[src/rtl/cm_sketch_sched_pkg.sv]
// Shared types and defaults for the count-min sketch front-end scheduler.
package cm_sketch_sched_pkg;

  // RUN: arbitrate traffic; QUERY: one-cycle flush pulse; DRAIN: wait for the flush to finish
  typedef enum logic [1:0] {
    RUN   = 2'd0,
    QUERY = 2'd1,
    DRAIN = 2'd2
  } state_t;

  localparam int DEF_FLUSH_CYCLES = 4;
  localparam int DEF_ADDR_SIZE    = 22;

endpackage

[src/rtl/cm_sketch_sched_if.sv]
// Requester and sketch-side handshake bundle for the scheduler.
interface cm_sketch_sched_if
  import cm_sketch_sched_pkg::*;
#(
  parameter int NUM_REQ   = 2,
  parameter int ADDR_SIZE = DEF_ADDR_SIZE
);
  logic [NUM_REQ-1:0]           req_valid;
  logic [NUM_REQ*ADDR_SIZE-1:0] req_addr;
  logic [NUM_REQ-1:0]           req_ready;
  logic                         sk_valid;
  logic [ADDR_SIZE-1:0]         sk_addr;
  logic                         sk_ready;
  logic                         sk_query_en;

  // Environment side: drives requesters and the sketch's ready
  modport master (
    output req_valid, req_addr, sk_ready,
    input  req_ready, sk_valid, sk_addr, sk_query_en
  );

  // Scheduler side
  modport slave (
    input  req_valid, req_addr, sk_ready,
    output req_ready, sk_valid, sk_addr, sk_query_en
  );
endinterface

[src/rtl/cm_sketch_sched_rr_arbiter.sv]
// Combinational round-robin arbiter: first requester at or after ptr wins, with wrap.
module rr_arbiter #(
  parameter int NUM_REQ = 2,
  parameter int IDX_W   = (NUM_REQ > 1) ? $clog2(NUM_REQ) : 1
) (
  input  logic [NUM_REQ-1:0] i_req,
  input  logic [IDX_W-1:0]   i_ptr,
  output logic [NUM_REQ-1:0] o_grant,
  output logic [IDX_W-1:0]   o_idx,
  output logic               o_any
);

  // Scan NUM_REQ positions starting at the pointer; first hit is the winner
  always_comb begin
    logic [IDX_W:0]   v_sum;
    logic [IDX_W-1:0] v_j;
    o_grant = '0;
    o_idx   = '0;
    o_any   = 1'b0;
    v_sum   = '0;
    v_j     = '0;
    for (int k = 0; k < NUM_REQ; k++) begin
      v_sum = {1'b0, i_ptr} + (IDX_W+1)'(k);
      if (v_sum >= (IDX_W+1)'(NUM_REQ)) v_sum = v_sum - (IDX_W+1)'(NUM_REQ);
      v_j = v_sum[IDX_W-1:0];
      if (!o_any && i_req[v_j]) begin
        o_any      = 1'b1;
        o_idx      = v_j;
        o_grant[v_j] = 1'b1;
      end
    end
  end

endmodule

[src/rtl/cm_sketch_sched.sv]
// Front-end scheduler: round-robins requesters onto the sketch input and
// sequences query/flush epochs.
//
// state | meaning
// RUN   | grants flow to the output register; epoch timer runs
// QUERY | sk_query_en high; epoch count snapshotted and cleared
// DRAIN | FLUSH_CYCLES cycles with traffic blocked; query_done on the last
module cm_sketch_sched
  import cm_sketch_sched_pkg::*;
#(
  parameter int NUM_REQ      = 2,
  parameter int REQ_IDX_SIZE = $clog2(NUM_REQ),
  parameter int ADDR_SIZE    = DEF_ADDR_SIZE,
  parameter int EPOCH_SIZE   = 32,
  parameter int FLUSH_CYCLES = DEF_FLUSH_CYCLES,
  parameter int STAT_SIZE    = 32
) (
  input  logic                  clk,
  input  logic                  rst,
  cm_sketch_sched_if.slave      bus,
  input  logic [EPOCH_SIZE-1:0] epoch_len,
  input  logic                  query_req,
  output logic                  query_done,
  output logic [STAT_SIZE-1:0]  epoch_fwd_cnt,
  output logic [STAT_SIZE-1:0]  last_epoch_cnt
);

  localparam int DRAIN_W = (FLUSH_CYCLES > 1) ? $clog2(FLUSH_CYCLES) : 1;

  state_t                  r_state, w_state_nxt;
  logic [REQ_IDX_SIZE-1:0] r_rr_ptr;
  logic [EPOCH_SIZE-1:0]   r_timer;
  logic                    r_pending;
  logic [DRAIN_W-1:0]      r_drain_cnt;
  logic                    r_sk_valid;
  logic [ADDR_SIZE-1:0]    r_sk_addr;
  logic                    r_query_en;
  logic [STAT_SIZE-1:0]    r_fwd_cnt;
  logic [STAT_SIZE-1:0]    r_last_cnt;

  logic [NUM_REQ-1:0]      w_gnt_oh;
  logic [REQ_IDX_SIZE-1:0] w_idx;
  logic                    w_any;
  logic                    w_run;
  logic                    w_in_query;
  logic                    w_can_load;
  logic                    w_grant;
  logic                    w_xfer;
  logic                    w_expire;
  logic [ADDR_SIZE-1:0]    w_win_addr;
  logic [STAT_SIZE-1:0]    w_cnt_inc;

  rr_arbiter #(.NUM_REQ(NUM_REQ), .IDX_W(REQ_IDX_SIZE)) u_arb (
    .i_req   (bus.req_valid),
    .i_ptr   (r_rr_ptr),
    .o_grant (w_gnt_oh),
    .o_idx   (w_idx),
    .o_any   (w_any)
  );

  // State register
  always_ff @(posedge clk or posedge rst) begin
    if (rst) r_state <= RUN;
    else     r_state <= w_state_nxt;
  end

  // Next-state: leave RUN only once the output register is empty or emptying
  always_comb begin
    w_state_nxt = r_state;
    case (r_state)
      RUN:     if (r_pending && (!r_sk_valid || bus.sk_ready)) w_state_nxt = QUERY;
      QUERY:   w_state_nxt = DRAIN;
      DRAIN:   if (r_drain_cnt == '0) w_state_nxt = RUN;
      default: w_state_nxt = RUN;
    endcase
  end

  // State decode; RUN is gated by rst so no ready leaks out while held in reset
  always_comb begin
    w_run      = 1'b0;
    w_in_query = 1'b0;
    query_done = 1'b0;
    case (r_state)
      RUN:     w_run = !rst;
      QUERY:   w_in_query = 1'b1;
      DRAIN:   query_done = (r_drain_cnt == '0);
      default: ;
    endcase
  end

  assign w_can_load = w_run && !r_pending && (!r_sk_valid || bus.sk_ready);
  assign w_grant    = w_can_load && w_any;
  assign w_xfer     = r_sk_valid && bus.sk_ready;
  assign w_expire   = (r_state == RUN) && (epoch_len != '0) &&
                      (r_timer == epoch_len - EPOCH_SIZE'(1));
  assign w_cnt_inc  = (w_xfer && !(&r_fwd_cnt)) ? r_fwd_cnt + STAT_SIZE'(1) : r_fwd_cnt;

  assign bus.req_ready   = w_can_load ? w_gnt_oh : '0;
  assign bus.sk_valid    = r_sk_valid;
  assign bus.sk_addr     = r_sk_addr;
  assign bus.sk_query_en = r_query_en;
  assign epoch_fwd_cnt   = r_fwd_cnt;
  assign last_epoch_cnt  = r_last_cnt;

  // Select the winning requester's address
  always_comb begin
    w_win_addr = '0;
    for (int k = 0; k < NUM_REQ; k++)
      if (w_idx == REQ_IDX_SIZE'(k)) w_win_addr = bus.req_addr[k*ADDR_SIZE +: ADDR_SIZE];
  end

  // Output register and round-robin pointer; a grant overrides the drain
  always_ff @(posedge clk or posedge rst) begin
    if (rst) begin
      r_sk_valid <= 1'b0;
      r_sk_addr  <= '0;
      r_rr_ptr   <= '0;
    end else if (w_grant) begin
      r_sk_valid <= 1'b1;
      r_sk_addr  <= w_win_addr;
      r_rr_ptr   <= (w_idx == REQ_IDX_SIZE'(NUM_REQ-1)) ? '0 : w_idx + REQ_IDX_SIZE'(1);
    end else if (w_xfer) begin
      r_sk_valid <= 1'b0;
    end
  end

  // Epoch timer counts RUN cycles and restarts at each query
  always_ff @(posedge clk or posedge rst) begin
    if (rst) r_timer <= '0;
    else case (r_state)
      RUN:     r_timer <= r_timer + EPOCH_SIZE'(1);
      QUERY:   r_timer <= '0;
      default: ;
    endcase
  end

  // Query request latch; a request arriving during QUERY survives the clear
  always_ff @(posedge clk or posedge rst) begin
    if (rst)             r_pending <= 1'b0;
    else if (w_in_query) r_pending <= query_req;
    else                 r_pending <= r_pending | query_req | w_expire;
  end

  // Flush wait as a down-counter; terminal count of zero ends DRAIN
  always_ff @(posedge clk or posedge rst) begin
    if (rst)                                       r_drain_cnt <= '0;
    else if (w_in_query)                           r_drain_cnt <= DRAIN_W'(FLUSH_CYCLES-1);
    else if (r_state == DRAIN && r_drain_cnt != '0) r_drain_cnt <= r_drain_cnt - DRAIN_W'(1);
  end

  // Registered query pulse, high exactly while in QUERY
  always_ff @(posedge clk or posedge rst) begin
    if (rst) r_query_en <= 1'b0;
    else     r_query_en <= (w_state_nxt == QUERY);
  end

  // Per-epoch forwarded count; the snapshot includes a transfer in the QUERY cycle
  always_ff @(posedge clk or posedge rst) begin
    if (rst) begin
      r_fwd_cnt  <= '0;
      r_last_cnt <= '0;
    end else if (w_in_query) begin
      r_last_cnt <= w_cnt_inc;
      r_fwd_cnt  <= '0;
    end else begin
      r_fwd_cnt  <= w_cnt_inc;
    end
  end

endmodule

[src/flat_wrapper.sv]
// flat-port wrapper written by rule: the top's interface ports become plain ports
module cm_sketch_sched_flat import cm_sketch_sched_pkg::*;
#(
  parameter int NUM_REQ      = 2,
  parameter int REQ_IDX_SIZE = $clog2(NUM_REQ),
  parameter int ADDR_SIZE    = DEF_ADDR_SIZE,
  parameter int EPOCH_SIZE   = 32,
  parameter int FLUSH_CYCLES = DEF_FLUSH_CYCLES,
  parameter int STAT_SIZE    = 32
)
  (clk, rst, epoch_len, query_req, query_done, epoch_fwd_cnt, last_epoch_cnt, bus_req_valid, bus_req_addr, bus_sk_ready, bus_req_ready, bus_sk_valid, bus_sk_addr, bus_sk_query_en);
  cm_sketch_sched_if #(.NUM_REQ(NUM_REQ), .ADDR_SIZE(ADDR_SIZE)) bus_i ();
  input  logic clk;
  input  logic rst;
  input  logic [EPOCH_SIZE-1:0] epoch_len;
  input  logic query_req;
  output logic query_done;
  output logic [STAT_SIZE-1:0] epoch_fwd_cnt;
  output logic [STAT_SIZE-1:0] last_epoch_cnt;
  input wire logic [$bits(bus_i.req_valid)-1:0] bus_req_valid;
  input wire logic [$bits(bus_i.req_addr)-1:0] bus_req_addr;
  input wire logic [$bits(bus_i.sk_ready)-1:0] bus_sk_ready;
  output wire logic [$bits(bus_i.req_ready)-1:0] bus_req_ready;
  output wire logic [$bits(bus_i.sk_valid)-1:0] bus_sk_valid;
  output wire logic [$bits(bus_i.sk_addr)-1:0] bus_sk_addr;
  output wire logic [$bits(bus_i.sk_query_en)-1:0] bus_sk_query_en;
  assign bus_i.req_valid = bus_req_valid;
  assign bus_i.req_addr = bus_req_addr;
  assign bus_i.sk_ready = bus_sk_ready;
  assign bus_req_ready = bus_i.req_ready;
  assign bus_sk_valid = bus_i.sk_valid;
  assign bus_sk_addr = bus_i.sk_addr;
  assign bus_sk_query_en = bus_i.sk_query_en;
  cm_sketch_sched #(.NUM_REQ(NUM_REQ), .REQ_IDX_SIZE(REQ_IDX_SIZE), .ADDR_SIZE(ADDR_SIZE), .EPOCH_SIZE(EPOCH_SIZE), .FLUSH_CYCLES(FLUSH_CYCLES), .STAT_SIZE(STAT_SIZE)) u_core (.clk(clk), .rst(rst), .bus(bus_i), .epoch_len(epoch_len), .query_req(query_req), .query_done(query_done), .epoch_fwd_cnt(epoch_fwd_cnt), .last_epoch_cnt(last_epoch_cnt));
endmodule
[config.mk]
export PLATFORM = sky130hd
export DESIGN_NAME = cm_sketch_sched_flat
export DESIGN_NICKNAME = d
export VERILOG_FILES = /design/src/rtl/cm_sketch_sched_pkg.sv /design/src/rtl/cm_sketch_sched_if.sv /design/src/rtl/cm_sketch_sched_rr_arbiter.sv /design/src/rtl/cm_sketch_sched.sv /design/src/flat_wrapper.sv
export SDC_FILE = /design/constraint.sdc
export NUM_CORES = 1
export LEC_CHECK = 0
export ABC_AREA = 1
export ABC_CLOCK_PERIOD_IN_PS = 6500
export CORE_MARGIN = 3
export CORE_UTILIZATION = 35
export DETAILED_ROUTE_END_ITERATION = 12
export SYNTH_ARGS = -nofsm -noshare
export SYNTH_HDL_FRONTEND = slang
export SYNTH_SLANG_ARGS = --single-unit
[constraint.sdc]
create_clock -name clk -period 6.5 [get_ports clk]
set_input_delay 0.975 -clock clk [delete_from_list [all_inputs] [get_ports clk]]
set_output_delay 0.975 -clock clk [all_outputs]
set_load 0.05 [all_outputs]
==> run_results.csv <==
group,metric,value,unit
final_layout,final_layout_size_suffix_gt1_share,4.296,%
synthesis,synthDistinctLibCells,40,
clock_network,postCtsSetupBuffers,0,
timing,slew_violations,0,
critical_path,cp_data_arrival_time,3480,ps
clock_network,cts_tree,"built",
synthesis,synth_xor_area_share,6.370,%
run_status,outcome,"finished, final reports clean",
pwr,vdd_ir_drop_max,0.2060,mV
global_route,antenna_found_initial,0,
global_route,grt_pass1_vias,7647,
clock_network,cts_root_buf,"clkbuf_16",
job,maxCapViolations,0,
placement,dp_hpwl,18410,um
synthesis,avgSynthCellArea,6.832,um2
critical_path,slowest_delay,790,ps
timing,finalWorstSetupSlack,2045,ps
pwr,leakage,4.894,nW
timing,finalSetupViolations,0,
placement,dp_slack,2014,ps
routing,post_drt_via_cell_ratio,4.873,
critical_path,end_kind,"output pin",
synthesis,synth_top_family_by_area,"simple AND/OR/NAND/NOR gates",
critical_path,crit_start,"bus_sk_ready",
synthesis,ys_ff_latch,126,
floorplan,dieArea,24810,um2
synthesis,ys_async_sr_fraction,100.0,%
timing,tns,0,ps
synthesis,synthSimpleGateAreaFrac,35.43,%
floorplan,die_x,157.5,um
pwr,design_power_total,3.254,mW
timing,fin_worst_skew,6.213,ps
routing,drt_wl_total,24030,um
timing,finalHoldViolCount,0,
clock_network,ctsHoldBuffers,0,
floorplan,io-pin-count,173,
synthesis,synth_mux_area_share,0,%
final_layout,final_nets,1425,
synthesis,synthAdderAreaFrac,0.7787,%
routing,dr_total_vias,7943,
synthesis,synth-compound-area-share,8.830,%
routing,drt_iter0_drc,559,
global_route,overflow,0,
clock_network,htree_num_levels,4,
global_route,grt_pass1_wl,38760,um
timing,max_freq,224.5,MHz
final_layout,antenna_cells,0,
clock_network,clkLatencyLatePin,410,ps
critical_path,path_max_fanout,37,
timing,period_share,68.53,%
placement,io_buffers,172,
critical_path,crit_chain,"clkdlybuf4s50_1 -> nor2_1 -> nor4_1 -> o21ai_2 -> buf_4 -> inv_1 -> nand2_1 -> inv_1 -> clkdlybuf4s50_1",
floorplan,rows,54,
synthesis,syn-cell-area,8034,um2
critical_path,r2r-start,"u_core.epoch_fwd_cnt[0]$_DFF_PP0_",
synthesis,ys_top_cells_by_count,"339 x nand2_1, 162 x inv_1, 145 x nor2_1",
synthesis,synth-seq-area-share,39.25,%
synthesis,ys_warn_count,0,
final_layout,final_area,10650,um2
placement,gp_congestion,0.9543,
clock_network,cts_buffers,17,
synthesis,synth_edf_count,0,
clock_network,cts.clk_slew.worst_paths,50,ps
timing,rsz0062_at_grt,"false",
global_route,grt_start_max_net_pins,80,
pwr,cellPowerDensity,305.5,nW/um2
worst_hold_path,hold_start,"u_core.last_epoch_cnt[21]$_DFFE_PP0P_",
synthesis,synth_area_leaders,"dfrtp_1 39%, nand2_1 16%, inv_1 7.6%",
placement,dpl_cell_area,10030,um2
routing,ant_nets,0,
critical_path,path_class,"primary input to output pin",
clock_network,cts.sinks,126,
timing,slew-limit-headroom,36.21,%
floorplan,start_util,36.25,%
worst_hold_path,hp-class,"register to register",
clock_network,post_cts_resized,0,
global_route,track_usage,19.73,%
timing,finalCriticalPeriod,4455,ps
timing,tightestPinTransition,956.8,ps
critical_path,critPathLaunchType,"primary input",
synthesis,ys.flop_type,"dfrtp_1",
synthesis,yosysMostFrequentCell,"nand2_1",
critical_path,required,5520,ps
routing,avgRoutedWirePerCell,14.74,um
clock_network,cts_buffer_depth,2,
floorplan,core,22160,um2
routing,drc_errors,0,
synthesis,syn_inst,1176,
synthesis,yosysTopAreaCellShare,39.25,%
final_layout,syn2layout_area_growth,32.58,%
routing,drt_first_pass_iters,5,
floorplan,die_h,157.5,um
synthesis,syn_nets,1263,
critical_path,cp_slowest_cell,"clkdlybuf4s50_1",
synthesis,synth_top_area_cell,"dfrtp_1",
[logic make-up (layout without fill, tap and decap cells)]
| logic type | count (synthesis) | in the layout |
|---|---|---|
| DFF | 126 | 126 |
| and+or+nand+nor | 658 | 658 |
| AOI/OAI and AO/OA | 133 | 133 |
| buffers and inverters | 198 | 372 |
| adders and majority gates | 5 | 5 |
| xor gates and xnor gates | 56 | 56 |
[flip-flops by register name, summed over array words and instances, names as in the netlist, 2 cells and up]
name and cells:
u_core.last_epoch_cnt 32, u_core.r_drain_cnt 2, u_core.epoch_fwd_cnt 32, u_core.bus.sk_addr 22, u_core.r_timer 32, u_core.r_state 2
[through the flow]
stage	instances	utilization, %	hold WS [ps]
global placement	1599	45.24	465.7
detailed placement	1599	45.24	464.2
floorplan	1176	-	449.4
global route	1630	48.06	512.1
finish	1630	48.06	477.0
CTS	1630	48.06	483.8
[cell usage in the layout (no fill, tap or decap), types with 2 or more instances in the layout]
| cell type | instances |
|---|---|
| a31oi_1 | 11 |
| clkinv_2 | 2 |
| inv_1 | 161 |
| o31ai_1 | 4 |
| nor3b_1 | 2 |
| dfrtp_1 | 126 |
| bufinv_16 | 4 |
| clkdlybuf4s50_1 | 172 |
| nand4_1 | 29 |
| and2_1 | 9 |
| o21ai_0 | 70 |
| nor4_1 | 13 |
| clkbuf_8 | 4 |
| buf_4 | 5 |
| nand2_1 | 339 |
| nor2_4 | 3 |
| nand3_1 | 56 |
| a21oi_1 | 32 |
| clkbuf_16 | 17 |
| nand2_2 | 2 |
| ha_1 | 5 |
| nor3_1 | 40 |
| nor2_2 | 4 |
| xnor2_1 | 15 |
| nor4_2 | 2 |
| xor2_1 | 39 |
| inv_2 | 2 |
| clkbuf_1 | 4 |
| or2_2 | 4 |
| nand3b_1 | 4 |
| o21ai_2 | 2 |
| o21a_1 | 4 |
| o21ai_1 | 7 |
| and3_1 | 2 |
| nor2_1 | 144 |
[power by group]
| group | internal [mW] | switching, mW | total [mW] | leakage, nW |
|---|---|---|---|---|
| registers | 0.931 | 0.115 | 1.05 | 1.68 |
| logic | 0.379 | 0.820 | 1.20 | 2.90 |
| clock network | 0.679 | 0.331 | 1.01 | 0.307 |
[worst max-delay path, delay by kind of cell]
family | cells | cell delay [ps]
AOI/OAI and AO/OA | 1 | 210
and+or+nand+nor | 3 | 510
buffers and inverters | 5 | 1780
[per-layer routing]
| metal | GRT usage (%) | routed length, um | up-vias |
|---|---|---|---|
| li1 | - | - | 4049 |
| met1 | 26.36 | 11050 | 3609 |
| met2 | 30.95 | 10530 | 248 |
| met3 | 6.544 | 2040 | 37 |
| met4 | 5.083 | 406 | 0 |
| met5 | 0 | 0 | - |
[final timing paths]
check | endpoint | slack [ps] | depth (start not counted)
worst min register to register | u_core.last_epoch_cnt[21]$_DFFE_PP0P_ | 480 | 2
min in group asynchronous | u_core.r_timer[26]$_DFFE_PP0P_ | 1050 | 2
max in group asynchronous | u_core.r_timer[18]$_DFFE_PP0P_ | 4060 | 3
worst max-delay path | bus_req_ready[0] | 2050 | 9
worst max register to register | u_core.last_epoch_cnt[17]$_DFFE_PP0P_ | 3810 | 9
worst min-delay path | u_core.last_epoch_cnt[21]$_DFFE_PP0P_ | 480 | 2
[area by class of cell]
class	instances	area (um2)
Clock buffer	25	495.5
Fill cell	2259	11510
Sequential cell	126	3153
Multi-Input combinational cell	852	4145
Clock inverter	6	130.1
Timing Repair Buffer	177	1759
Tap cell	280	350.3
Inverter	164	618.1
(Power assumes the default switching activity.)
==> edit 1, RTL diff (same flow settings) <==
`DEF_ADDR_SIZE`: 22 -> 44.
--- a/src/rtl/cm_sketch_sched_pkg.sv
+++ b/src/rtl/cm_sketch_sched_pkg.sv
@@ -10,5 +10,5 @@
 
   localparam int DEF_FLUSH_CYCLES = 4;
-  localparam int DEF_ADDR_SIZE    = 22;
+  localparam int DEF_ADDR_SIZE    = 44;
 
 endpackage
Ports: changed (resized bus_req_addr and bus_sk_addr); port bits go from 173 to 239. The function was not compared with the original's and may differ.
==> edit 1 against the unedited design <==
  * Synthesized area rose by 11%
  * Synthesized cell count grew 5.4%
  * Register-to-register slack got worse by 0.34 ns
  * Worst setup slack improved by 0.16 ns
  * Wire length rose by 14%
  * Clock power rose by 4%
  * Sequential power grew 20%
  * Design area increased by 14%
  * Power rose by 21%
  * Count of clock-buffer cells in the layout is 8 lower
  * Sequential cell count is 22 higher
  * Largest power group unchanged
==> edit 1: results <==
[synth]
synthAdderAreaFrac_pct = 0.705
ys_types = 39
synth-compound-area-share_pct = 9.29
synth_xor_area_share_pct = 5.83
syn-num-nets = 1370
yosysSeqAreaShare_pct = 41.7

[timing]
tightest_slew_ns = 0.866
skew_ns = 0.0101

[final_layout]
multi_input_area_mm2 = 0.00451
fin_nets = 1595
fillers = 2481
signal_buffer_area_fraction_pct = 19.9
nClkBuffers = 17
syn_to_final_growth_pct = 36.9
clock_area_share_pct = 5.09

[placement]
place_ws_ns = 2.11
place_area_mm2 = 0.0115
hpwlAfterDp_um = 20800
place_inst = 1769

[drt]
drtIter0Drc = 445
wl_per_cell_um = 15.2

[min_path]
min_to = u_core.last_epoch_cnt[22]$_DFFE_PP0P_

[pwr]
p_seq_w = 0.00126
p_leak_nw = 5.28
vdd_drop_max_mv = 0.245
p_sw_w = 0.00167

[setup_path]
worstPathMaxFanout = 5
regToRegEndpoint = u_core.bus.sk_addr[5]$_DFFE_PP0P_
worst_ep_arrival_time_ns = 3.32

[global_routing]
grt_pass1_wl_um = 44000

[clock_tree]
cts.sinks = 148

[run_status]
status = completed

[floorplan]
die-area_mm2 = 0.0273
-- edit 1: cell types whose count changed after synthesis, moves of 6 or more --
cell      unedited run  this run
nor2_1             145       208
nand4_1             29        19
nor3_1              40        31
o21ai_2              0        12
o21ai_0             71        37
a21oi_1             32        21
clkbuf_1            27        21
inv_1              162       123
nor2_2               4        11
a31oi_1             11        48
nand2_1            339       356
dfrtp_1            126       148
-- edit 1: how the worst max path moves through the flow --
stage,end,slack (ns),cells past startpoint,from
2_1_floorplan,u_core.bus.sk_addr[0]$_DFFE_PP0P_,1.55,1,rst
3_3_place_gp,bus_req_ready[0],2.11,6,bus_sk_ready
3_5_place_dp,bus_req_ready[0],2.11,6,bus_sk_ready
4_1_cts,bus_req_ready[0],2.11,6,bus_sk_ready
5_1_grt,bus_req_ready[0],1.96,6,bus_sk_ready
6_report,bus_req_ready[0],2.20,6,bus_sk_ready
-- edit 1: routing by layer --
metal	track usage, %	share of wire (%)
met3	7.08	8.2
met5	0	0.098
met1	26.0	44
met4	4.99	1.8
met2	32.9	46
==> edit 2, RTL diff (same flow settings) <==
Without the edit above. Reset style: synchronous (`rst`), changed in 7 clocked blocks.
--- a/src/rtl/cm_sketch_sched.sv
+++ b/src/rtl/cm_sketch_sched.sv
@@ -60,5 +60,5 @@
 
   // State register
-  always_ff @(posedge clk or posedge rst) begin
+  always_ff @(posedge clk) begin
     if (rst) r_state <= RUN;
     else     r_state <= w_state_nxt;
@@ -111,5 +111,5 @@
 
   // Output register and round-robin pointer; a grant overrides the drain
-  always_ff @(posedge clk or posedge rst) begin
+  always_ff @(posedge clk) begin
     if (rst) begin
       r_sk_valid <= 1'b0;
@@ -126,5 +126,5 @@
 
   // Epoch timer counts RUN cycles and restarts at each query
-  always_ff @(posedge clk or posedge rst) begin
+  always_ff @(posedge clk) begin
     if (rst) r_timer <= '0;
     else case (r_state)
@@ -136,5 +136,5 @@
 
   // Query request latch; a request arriving during QUERY survives the clear
-  always_ff @(posedge clk or posedge rst) begin
+  always_ff @(posedge clk) begin
     if (rst)             r_pending <= 1'b0;
     else if (w_in_query) r_pending <= query_req;
@@ -143,5 +143,5 @@
 
   // Flush wait as a down-counter; terminal count of zero ends DRAIN
-  always_ff @(posedge clk or posedge rst) begin
+  always_ff @(posedge clk) begin
     if (rst)                                       r_drain_cnt <= '0;
     else if (w_in_query)                           r_drain_cnt <= DRAIN_W'(FLUSH_CYCLES-1);
@@ -150,5 +150,5 @@
 
   // Registered query pulse, high exactly while in QUERY
-  always_ff @(posedge clk or posedge rst) begin
+  always_ff @(posedge clk) begin
     if (rst) r_query_en <= 1'b0;
     else     r_query_en <= (w_state_nxt == QUERY);
@@ -156,5 +156,5 @@
 
   // Per-epoch forwarded count; the snapshot includes a transfer in the QUERY cycle
-  always_ff @(posedge clk or posedge rst) begin
+  always_ff @(posedge clk) begin
     if (rst) begin
       r_fwd_cnt  <= '0;
Function: differs if rst is asserted again (counterexample within 4 cycles, from zero or initial values and one cycle with rst high); with rst held inactive, the same outputs for 10 cycles.
==> edit 2 against the unedited design <==
  * Synthesized area down 10%
  * Sequential share of layout area down 3.7 points
  * Count of clock-buffer cells in the layout down 3
  * Sequential cell count unchanged
  * Design area down 8.6%
  * Wire length down 9.1%
  * Worst setup slack better by 0.15 ns
  * Critical endpoint unchanged
  * Largest cell class unchanged
  * Highest routed layer unchanged
Power is not compared: it rests on default switching activity, and its combinational part moved more than twofold at a synthesized area within 25%.
==> edit 2: results <==
[synth]
synthArstFlopShare_pct = 0
ys_top_cells_by_area = dfxtp_1 35%, nand2_1 17%, nor2_1 7.6%, inv_1 6.2%, o21ai_0 4.8%
syn-num-nets = 1203
synth_ff_type = dfxtp_1
ys_types = 44
ys_top_cells_by_count = 323 x nand2_1, 146 x nor2_1, 126 x dfxtp_1
yosysSeqAreaShare_pct = 35.0

[placement]
place_ws_ns = 2.22
gp_congestion = 0.864
place_area_mm2 = 0.00918
hpwlAfterDp_um = 16900
portBuffers = 172

[global_routing]
grt_max_degree = 58
grt_use_total_pct = 20.0
grt_pass1_vias = 7250
grt_pass1_wl_um = 35700
antenna_found_initial = 0

[clock_tree]
numCtsBuffers = 17
cts_root_buffer = clkbuf_16
cts-htree-levels = 4

[final_layout]
drive_gt1_share_pct = 6.50
n_antenna_cell = 0
fillers = 2018
fin_nets = 1371

[drt]
routed_wl_um = 21800
drtIter0Drc = 365
vias = 7404

[timing]
tightest_slew_ns = 1.02
skew_ns = 0.00955

[setup_path]
worst_ep_arrival_time_ns = 3.33
worstPathMaxFanout = 24

[run_status]
status = completed
-- edit 2: cell types whose count changed in the layout (fill, tap and decap cells not counted), sizes merged, moves of 12 or more --
cell,unedited run,this run
dfrtp,126,0
dfxtp,0,126
inv,164,129
a31oi,11,26
nand4,29,17
nor2,151,163
-- edit 2: final timing paths --
path / startpoint / endpoint / slack [ns] / cells past startpoint
setup / recovery: bus_req_valid[0] / bus_req_ready[0] / 2.20 / 7
hold / removal: u_core.last_epoch_cnt[21]$_SDFFE_PP0P_ / u_core.last_epoch_cnt[21]$_SDFFE_PP0P_ / 0.45 / 2
setup reg to reg: u_core.r_state[1]$_SDFF_PP0_ / u_core.bus.sk_addr[14]$_SDFFE_PP0P_ / 3.80 / 7
hold reg to reg: u_core.last_epoch_cnt[21]$_SDFFE_PP0P_ / u_core.last_epoch_cnt[21]$_SDFFE_PP0P_ / 0.45 / 2
-- edit 2: where the power goes --
| group | leakage [nW] | internal [W] | switching [W] | total, W |
|---|---|---|---|---|
| combinational | 2.51 | 0.000113 | 0.000181 | 0.000294 |
| clock | 0.266 | 0.000585 | 0.000327 | 0.000911 |
| sequential | 1.02 | 0.000796 | 0.0000133 | 0.000809 |
-- edit 2: final cells by class --
cell class | instances | area (um^2) | area share (%)
clock inverters | 6 | 87.6 | 0.900
repair buffers | 175 | 1740 | 17.9
clock buffers | 22 | 474 | 4.87
multi-input cells | 833 | 4090 | 42.0
inverters | 131 | 492 | 5.05
well taps | 265 | 332 | 3.41
flip-flops and latches | 126 | 2520 | 25.9
-- edit 2: per-layer routing --
layer	GRT usage [%]	share of wire, %	up-vias
met3	7.87	8.2	23
met4	5.72	1.9	0
met2	33.1	47	157
li1	-	-	3929
met5	0	0	-
met1	24.0	43	3295
-- edit 2: cell families after synthesis --
| kind of cell | count (synthesis) | synth area share, % |
|---|---|---|
| simple gates | 630 | 38.3 |
| buf+inv | 157 | 8.48 |
| compound gates | 154 | 12.0 |
| flops | 126 | 35.0 |
| xor+xnor | 43 | 5.22 |
| fa+ha+maj | 5 | 0.867 |
| mux | 1 | 0.139 |
-- edit 2: metrics by stage --
stage | util [%] | hold WS [ns] | std cells | power (W)
global placement | 46.2 | 0.439 | 1530 | 0.00112
floorplan | - | 0.450 | 1116 | 0.000995
finish | 49.1 | 0.450 | 1558 | 0.00201
CTS | 49.1 | 0.454 | 1558 | 0.00204
global route | 49.1 | 0.470 | 1558 | 0.00209
detailed placement | 46.2 | 0.439 | 1530 | 0.00112
-- edit 2: worst max-delay path, cell delays in order --
cell             delay [ns]
clkdlybuf4s50_1        0.47
inv_1                  0.04
o21ai_1                0.10
buf_4                  0.29
inv_1                  0.40
nor2_1                 0.21
clkdlybuf4s50_1        0.82
